`src/rtl/framing_pkg.sv`:
```
// Shared types and helpers for the framing transmit-side blocks.
// Holds the arbiter FSM encoding and the index-width helper.
package framing_pkg;

    localparam int HDR_WIDTH = 8;

    typedef enum logic [1:0] {
        ST_IDLE   = 2'd0,
        ST_HEADER = 2'd1,
        ST_DATA   = 2'd2
    } state_t;

    // A one-port arbiter still needs a 1-bit index signal.
    function automatic int clog2_min1(input int n);
        return (n <= 2) ? 1 : $clog2(n);
    endfunction

endpackage

```
`src/rtl/framing_rr_arbiter.sv`:
```
// Round-robin request picker: searches req starting at rr_ptr, wrapping.
// rr_ptr moves to the port after last_grant whenever advance is strobed.
module framing_rr_arbiter
    import framing_pkg::*;
#(
    parameter int NUM_PORTS = 4
) (
    input  logic                                aclk,
    input  logic                                aresetn,
    input  logic [NUM_PORTS-1:0]                req,
    input  logic                                advance,
    input  logic [clog2_min1(NUM_PORTS)-1:0]    last_grant,
    output logic                                hit,
    output logic [clog2_min1(NUM_PORTS)-1:0]    winner
);

    localparam int IDW = clog2_min1(NUM_PORTS);

    logic [IDW-1:0] rr_ptr;

    always_ff @(posedge aclk or negedge aresetn) begin
        if (!aresetn) begin
            rr_ptr <= '0;
        end else if (advance) begin
            if (last_grant == IDW'(NUM_PORTS - 1))
                rr_ptr <= '0;
            else
                rr_ptr <= last_grant + IDW'(1);
        end
    end

    // First set request at or after rr_ptr, modulo NUM_PORTS.
    always_comb begin
        int idx;
        hit    = 1'b0;
        winner = '0;
        idx    = 0;
        for (int off = 0; off < NUM_PORTS; off++) begin
            idx = int'(rr_ptr) + off;
            if (idx >= NUM_PORTS)
                idx = idx - NUM_PORTS;
            if (!hit && req[idx]) begin
                hit    = 1'b1;
                winner = IDW'(idx);
            end
        end
    end

endmodule

```
`src/rtl/framing_tx_arbiter.sv`:
```
// Frame-atomic round-robin mux of NUM_PORTS byte streams onto the framing
// block's tx_frame input, optionally prefixing each frame with its port index.
module framing_tx_arbiter
    import framing_pkg::*;
#(
    parameter int NUM_PORTS = 4,
    parameter int ID_HEADER = 1
) (
    input  logic                                aclk,
    input  logic                                aresetn,
    input  logic [NUM_PORTS-1:0]                s_tvalid,
    output logic [NUM_PORTS-1:0]                s_tready,
    input  logic [8*NUM_PORTS-1:0]              s_tdata,
    input  logic [NUM_PORTS-1:0]                s_tlast,
    output logic                                m_tvalid,
    input  logic                                m_tready,
    output logic [HDR_WIDTH-1:0]                m_tdata,
    output logic                                m_tlast,
    output logic                                busy,
    output logic [clog2_min1(NUM_PORTS)-1:0]    cur_port
);

    localparam int IDW = clog2_min1(NUM_PORTS);

    state_t         state;
    state_t         state_nxt;
    logic [IDW-1:0] grant;
    logic           hit;
    logic [IDW-1:0] winner;
    logic           advance;

    logic           sel_valid;
    logic [7:0]     sel_data;
    logic           sel_last;

    framing_rr_arbiter #(
        .NUM_PORTS (NUM_PORTS)
    ) u_rr (
        .aclk       (aclk),
        .aresetn    (aresetn),
        .req        (s_tvalid),
        .advance    (advance),
        .last_grant (grant),
        .hit        (hit),
        .winner     (winner)
    );

    // Explicit compare-mux keeps non-power-of-two port counts in range.
    always_comb begin
        sel_valid = 1'b0;
        sel_data  = 8'h00;
        sel_last  = 1'b0;
        for (int i = 0; i < NUM_PORTS; i++) begin
            if (grant == IDW'(i)) begin
                sel_valid = s_tvalid[i];
                sel_data  = s_tdata[8*i +: 8];
                sel_last  = s_tlast[i];
            end
        end
    end

    assign advance = (state == ST_DATA) && sel_valid && m_tready && sel_last;

    always_ff @(posedge aclk or negedge aresetn) begin
        if (!aresetn) begin
            state <= ST_IDLE;
            grant <= '0;
        end else begin
            state <= state_nxt;
            if (state == ST_IDLE && hit)
                grant <= winner;
        end
    end

    always_comb begin
        state_nxt = state;
        m_tvalid  = 1'b0;
        m_tdata   = '0;
        m_tlast   = 1'b0;
        s_tready  = '0;
        case (state)
            ST_IDLE: begin
                if (hit)
                    state_nxt = (ID_HEADER != 0) ? ST_HEADER : ST_DATA;
            end
            ST_HEADER: begin
                m_tvalid = 1'b1;
                m_tdata  = HDR_WIDTH'(grant);
                if (m_tready)
                    state_nxt = ST_DATA;
            end
            ST_DATA: begin
                m_tvalid = sel_valid;
                m_tdata  = sel_data;
                m_tlast  = sel_last;
                for (int i = 0; i < NUM_PORTS; i++)
                    s_tready[i] = m_tready && (grant == IDW'(i));
                if (advance)
                    state_nxt = ST_IDLE;
            end
            default: state_nxt = ST_IDLE;
        endcase
    end

    assign busy     = (state != ST_IDLE);
    assign cur_port = grant;

endmodule

```
`config.mk`:
```
export PLATFORM = sky130hd
export DESIGN_NAME = framing_tx_arbiter
export DESIGN_NICKNAME = d
export VERILOG_FILES = /design/src/rtl/framing_pkg.sv /design/src/rtl/framing_rr_arbiter.sv /design/src/rtl/framing_tx_arbiter.sv
export SDC_FILE = /design/constraint.sdc
export NUM_CORES = 1
export LEC_CHECK = 0
export ABC_AREA = 1
export ABC_CLOCK_PERIOD_IN_PS = 2600
export CAP_MARGIN = 30
export CORE_UTILIZATION = 39
export DETAILED_ROUTE_END_ITERATION = 10
export GPL_TIMING_DRIVEN = 0
export PLACE_DENSITY = 0.92
export REMOVE_ABC_BUFFERS = 1
export SLEW_MARGIN = 20
export SYNTH_ARGS = -nofsm -noshare
export SYNTH_HDL_FRONTEND = slang
export SYNTH_SLANG_ARGS = --single-unit
```
`constraint.sdc`:
```
create_clock -name aclk -period 2.6 [get_ports aclk]
set_clock_uncertainty 0.2 [all_clocks]
set_input_delay 0.26 -clock aclk [delete_from_list [all_inputs] [get_ports aclk]]
set_output_delay 0.26 -clock aclk [all_outputs]
set_load 0.005 [all_outputs]
```
==> results.cfg, run 1 <==
[timing]
slew_violations = 0
fin_crit_sh_pct = 99.5
max_slew.worst_pin.slew_ps = 353
hold_viol_final = 0
post-route-worst-setup-slack_ps = 12.0
holdWs_ps = 54.9
min_period_ps = 2590
finalSetupViolCount = 0
rsz_0062_raised_after_global_routing = yes
timing.slew.headroom_pct = 76.5
max_clock_freq_mhz = 386

[setup_path]
cp_slowest_cell = sky130_fd_sc_hd__dfrtp_2
slowest_delay_ps = 430
critical_path_required_ps = 2140
setup.worst_path.class = flip-flop to output pin
timing.critical_path.from_type = flip-flop
worst-endpoint-arrival_ps = 2130
critical_path.max_fanout = 6
crit_path_end_kind = output pin
path_common_cell = sky130_fd_sc_hd__a21oi_1
path_buf_inv = 3
largest_delay_contributor_family_on_the_critical_path = compound AO/OA/AOI/OAI gates
critical_path_cell_sequence = inv_4 > ha_4 > clkbuf_2 > a21oi_1 > o31ai_1 > o211ai_1 > a21oi_1 > dlygate4sd2_1

[yosys]
synth_compound_area_share_pct = 28.4
ys_ff_latch = 6
yosysSeqAreaShare_pct = 14.1
ys_types = 24
synthCells = 179
post-synth-top-area-cell = sky130_fd_sc_hd__nand2_1
yosysTopAreaCellShare_pct = 14.8
simple_logic_cell_fraction_of_the_synthesized_area_pct = 36.1
top_post_synthesis_cells_by_area = sky130_fd_sc_hd__nand2_1 (15%), sky130_fd_sc_hd__dfrtp_1 (14%), sky130_fd_sc_hd__a21oi_1 (11%)
post_synth_xor_area_fraction_pct = 0
main_combinational_cell_family_by_area_after_synthesis = simple AND/OR/NAND/NOR gates
synthMuxAreaShare_pct = 0
yosys_warnings = 0
synthAdderAreaFrac_pct = 9.38
synth.avg_cell_area_um2 = 5.96
syn_area_mm2 = 0.00107

[finish]
layout.nets = 305
post_route_cells_drive_above_1_share_pct = 20.6
area_growth_from_synthesis_to_final_layout_pct = 79.2
antennaDiodeCount = 0
layout_commonest_cell = sky130_fd_sc_hd__clkdlybuf4s50_1
layout_common_cells = sky130_fd_sc_hd__clkdlybuf4s50_1 (53), sky130_fd_sc_hd__nand2_1 (42), sky130_fd_sc_hd__a21oi_1 (23)
number_of_fillers_in_the_final_layout = 188

[floorplan]
die_x_um = 54.3
fp.dieH_um = 54.3
design.core.area_mm2 = 0.00252
effective_utilization_at_floorplan_pct = 42.3
ioPinCount = 60
full_die_area_mm2 = 0.00295
rows = 18

[drt]
drt_pass1_iterations = 5
ant_nets = 0
wirelength_um = 4080
remaining_drc_errors = 0
vias_per_cell = 5.23
first_iter_violations = 53
post_drt_wl_per_cell_um = 14.5
vias = 1476

[worst_hold_path]
hold_path.class = primary input to async pin

[placement]
worst_setup_timing_slack_at_the_placement_stage_ps = -244
hpwlAfterDp_um = 2530
place.port_buffers = 59
gpl.final_weighted_congestion = 0.867

[power_and_ir_drop]
peakVddDrop_mv = 0.963
power.sequential.fraction_pct = 10.7
leakagePower_nw = 0.924
finalPower_mw = 2.10
netSwitchingPower_mw = 1.10
power.share.combinational_pct = 85.5
power_density_mw_per_mm2 = 1100
swShare_pct = 52.5
power.internal_mw = 0.998
share_clk_of_total_power_pct = 3.8

[cts]
cts_buffers = 3
cts_hold_repair.buffers = 0
clk_transition_reported_paths_ps = 40
clk_root_buf = sky130_fd_sc_hd__clkbuf_4
clk_latency_ps = 230
clkSinkCount = 6
max-clock-path-buffers = 2
htreeDepth = 1
tritoncts_clock_tree = yes

[global_route]
global_route.usage.met2_pct = 40.7
global_route.usage.met1_pct = 31.5
overflow_after_grt = 0
grt_antenna_before_repair = 0
globalRoute.busiestLayer = met2
largest_net_degree_at_the_start_of_global_routing = 14
use_met3_pct = 1.67
first_global_vias = 1191
grt.total_usage_pct = 23.6
grt_first_pass_wirelength_um = 5210

[run_status]
run_status = finished clean

[flow_run]
cap_viol_max_count = 0
## metrics by stage
stage	instances	TNS, ps	cell area [um2]	util [%]
after global routing	282	-95.2	1910	75.8
after floorplan	172	0	1030	-
after CTS	271	0	1800	71.3
final	282	0	1910	75.8
after detailed placement	261	-1180	1660	65.7
after global placement	261	-965	1660	65.7
## cell type report
cell class,count,area (um2),share of cell area [%]
Inverter,23,109,5.69
Tap cell,30,37.5,1.96
Timing Repair Buffer,76,739,38.7
Timing Repair inverter,1,7.51,0.392
Multi-Input combinational cell,143,845,44.1
Sequential cell,6,153,7.98
Clock buffer,3,22.5,1.18
## logic make-up after synthesis
logic type               count (synthesis)
AND/OR/NAND/NOR                         83
adder cells (fa/ha/maj)                  8
buffers and inverters                   30
AO/OA/AOI/OAI                           52
flip-flops                               6
## sequential cells by signal, indices dropped and copies added (netlist names)
signal	flops
cur_port	2
state	2
u_rr.rr_ptr	2
## power by group through the flow
stage | logic (mW) | registers [mW] | clock network [mW]
final | 1.80 | 0.224 | 0.0795
after CTS | 1.57 | 0.220 | 0.0856
after detailed placement | 1.37 | 0.218 | 0
after global placement | 1.35 | 0.215 | 0
after global routing | 1.95 | 0.231 | 0.0875
after floorplan | 0.935 | 0.199 | 0
## path summary, 6_finish.rpt
check	from	end	slack, ps	cells past startpoint
worst max-delay path	cur_port[1]	m_tdata[0]	10	8
worst min-delay path	aresetn	state[1]	50	1
worst max register to register	cur_port[1]	state[1]	560	11
worst min register to register	state[1]	state[1]	300	2
max in group asynchronous	aresetn	cur_port[1]	1930	1
min in group aclk	state[1]	state[1]	300	2
## routing by layer
| metal | wire [um] | vias up | share of wire [%] |
|---|---|---|---|
| li1 | - | 747 | - |
| met1 | 1760 | 674 | 43 |
| met2 | 2060 | 51 | 50 |
| met3 | 222 | 4 | 5.4 |
| met4 | 39 | 0 | 0.96 |
| met5 | 0 | - | 0 |
## Yosys cell counts, drive strengths merged
master and instances:
nand2 49, a21boi 1, clkbuf 3, dfrtp 6, a21oi 23, buf 4
inv 23, o211ai 9, o21ai 16, nor2 19, nand4 3, nand3 12
ha 8, o31ai 2, a31oi 1
## worst register-to-register path, cell delays in order, from the launching register on
cell and delay [ps]:
sky130_fd_sc_hd__dfrtp_2 430, sky130_fd_sc_hd__buf_4 170, sky130_fd_sc_hd__ha_4 200, sky130_fd_sc_hd__clkinvlp_4 140
sky130_fd_sc_hd__nor2_1 70, sky130_fd_sc_hd__nor2_1 120, sky130_fd_sc_hd__a21boi_2 90, sky130_fd_sc_hd__buf_4 140
sky130_fd_sc_hd__o21ai_2 180, sky130_fd_sc_hd__nand3_2 90, sky130_fd_sc_hd__nand2_1 70, sky130_fd_sc_hd__nand2_1 50
## what timing repair did
item | CTS | global route
gates resized for setup | 18 | 12
endpoints found under the setup margin | 11 | 9
endpoints found under the hold margin | 0 | 0
pin swaps | 2 | 6
cloned | 1 | 0
buffers inserted | 6 | 11
No activity file was read; power rests on OpenSTA's default activity.
==> inputs of run 2 (changes only) <==
ABC_CLOCK_PERIOD_IN_PS = 2730   (was 2600)
clock period = 2.73 ns   (was 2.6 ns; I/O delays follow)
==> results.cfg, run 2 (same netlist as run 1, synthesis figures left out) <==
[cts]
clkSinkCount = 6
clk_latency_ps = 240
cts_buffers = 3
clk_root_buf = sky130_fd_sc_hd__clkbuf_4
cts_hold_repair.buffers = 0
clk_transition_reported_paths_ps = 40
tritoncts_clock_tree = yes
max-clock-path-buffers = 2
htreeDepth = 1

[drt]
post_drt_wl_per_cell_um = 13.1
first_iter_violations = 39
vias_per_cell = 5.13
drt_pass1_iterations = 4
wirelength_um = 3600
vias = 1410
remaining_drc_errors = 0
met2RoutedLength_um = 1660
routed.top_layer = met4
ant_nets = 0
met1Wirelength_um = 1670
wl_met3_um = 235

[timing]
min_period_ps = 2660
max_clock_freq_mhz = 376
finalSetupViolCount = 0
slew_violations = 0
post-route-worst-setup-slack_ps = 68.7
max_slew.worst_pin.slew_ps = 343
timing.slew.headroom_pct = 77.1
fin_crit_sh_pct = 97.5
hold_viol_final = 0

[worst_hold_path]
hold_path.class = primary input to async pin

[global_route]
grt.total_usage_pct = 23.3
grt_antenna_before_repair = 0
overflow_after_grt = 0
first_global_vias = 1182
grt_first_pass_wirelength_um = 5140
largest_net_degree_at_the_start_of_global_routing = 14

[run_status]
run_status = finished clean

[power_and_ir_drop]
power_density_mw_per_mm2 = 1010
peakVddDrop_mv = 0.924
leakagePower_nw = 0.812

[floorplan]
design.core.area_mm2 = 0.00252
fp.dieH_um = 54.3
rows = 18
ioPinCount = 60
full_die_area_mm2 = 0.00295
die_x_um = 54.3
effective_utilization_at_floorplan_pct = 42.3

[setup_path]
critical_path.max_fanout = 9
crit_path_end_kind = output pin
reg2reg_from = cur_port[0]
critical_path_required_ps = 2260
length_in_cells_of_the_worst_reg_to_reg_path = 8
worst-endpoint-arrival_ps = 2190
critical_path.reg2reg.endpoint = u_rr.rr_ptr[0]
ff2ff_setup_slack_ps = 730
setup.worst_path.class = flip-flop to output pin
timing.critical_path.from_type = flip-flop

[finish]
final-instance-count-excl-fill = 275
post_route_cells_drive_above_1_share_pct = 17.6
layout_common_cells = sky130_fd_sc_hd__clkdlybuf4s50_1 (58), sky130_fd_sc_hd__nand2_1 (42), sky130_fd_sc_hd__a21oi_1 (23)
layout_commonest_cell = sky130_fd_sc_hd__clkdlybuf4s50_1
layout.nets = 298
antennaDiodeCount = 0
area_growth_from_synthesis_to_final_layout_pct = 72.0

[placement]
gpl.final_weighted_congestion = 0.867
hpwlAfterDp_um = 2530
place.port_buffers = 59
placed_cells_incl_taps = 261
worst_setup_timing_slack_at_the_placement_stage_ps = -127

[flow_run]
cap_viol_max_count = 0
[run 2: cell types whose count changed in the layout (fill, tap and decap cells not counted), sizes merged]
| cell | change |
|---|---|
| buf | -6 |
| dlymetal6s2s | -4 |
| dlygate4sd2 | -1 |
| clkdlybuf4s50 | +5 |
| clkbuf | -1 |
[run 2: per-layer routing]
layer | track usage (%) | up-vias
met5 | 0 | -
met4 | 5.98 | 0
met3 | 2.78 | 4
met2 | 40.0 | 52
met1 | 30.5 | 623
li1 | - | 731
[run 2: layout make-up]
type,instances,area (um2)
repair inverters,1,7.51
multi-input cells,143,828
repair buffers,69,681
clock buffers,3,22.5
inverters,23,106
flip-flops and latches,6,153
fillers,195,687
well taps,30,37.5
[run 2: per-stage QoR]
stage | total power, mW | hold WS (ps) | utilization, % | setup TNS (ps) | instance area [um2]
floorplan | 1.08 | -223 | - | 0 | 1030
global placement | 1.49 | 288 | 65.7 | -210 | 1660
detailed placement | 1.51 | 297 | 65.7 | -289 | 1660
CTS | 1.76 | 58.4 | 70.5 | 0 | 1780
global route | 2.04 | 84.2 | 72.8 | -4.76 | 1840
finish | 1.86 | 63.1 | 72.8 | 0 | 1840
[run 2: what timing repair did]
item                                    in CTS  in global routing
endpoints found under the setup margin      10                 10
pin swaps                                    0                  3
setup buffers                                4                  6
gates resized for setup                     14                  6
gates cloned                                 1                  0
[run 2: how the worst max path moves through the flow]
stage,from,end,slack (ps)
after global placement,cur_port[1],m_tdata[0],-120
after floorplan,cur_port[1],state[0],730
after CTS,cur_port[1],m_tdata[0],3
after global routing,cur_port[0],m_tdata[1],-5
final,cur_port[0],m_tdata[1],70
after detailed placement,cur_port[1],m_tdata[0],-130
[run 2: worst max-delay path, stage by stage, from the launching register on]
cell                              delay (ps)
sky130_fd_sc_hd__dfrtp_2                 470
sky130_fd_sc_hd__inv_4                   110
sky130_fd_sc_hd__ha_4                    200
sky130_fd_sc_hd__a21oi_1                  90
sky130_fd_sc_hd__o31ai_1                 270
sky130_fd_sc_hd__o211ai_1                140
sky130_fd_sc_hd__a21oi_1                 150
sky130_fd_sc_hd__clkdlybuf4s50_1         540
[run 2: power by group]
group,total [mW],switching (mW),internal [mW]
registers,0.220,0.0824,0.138
logic,1.56,0.866,0.695
clock network,0.0762,0.0268,0.0494
total,1.86,0.975,0.882
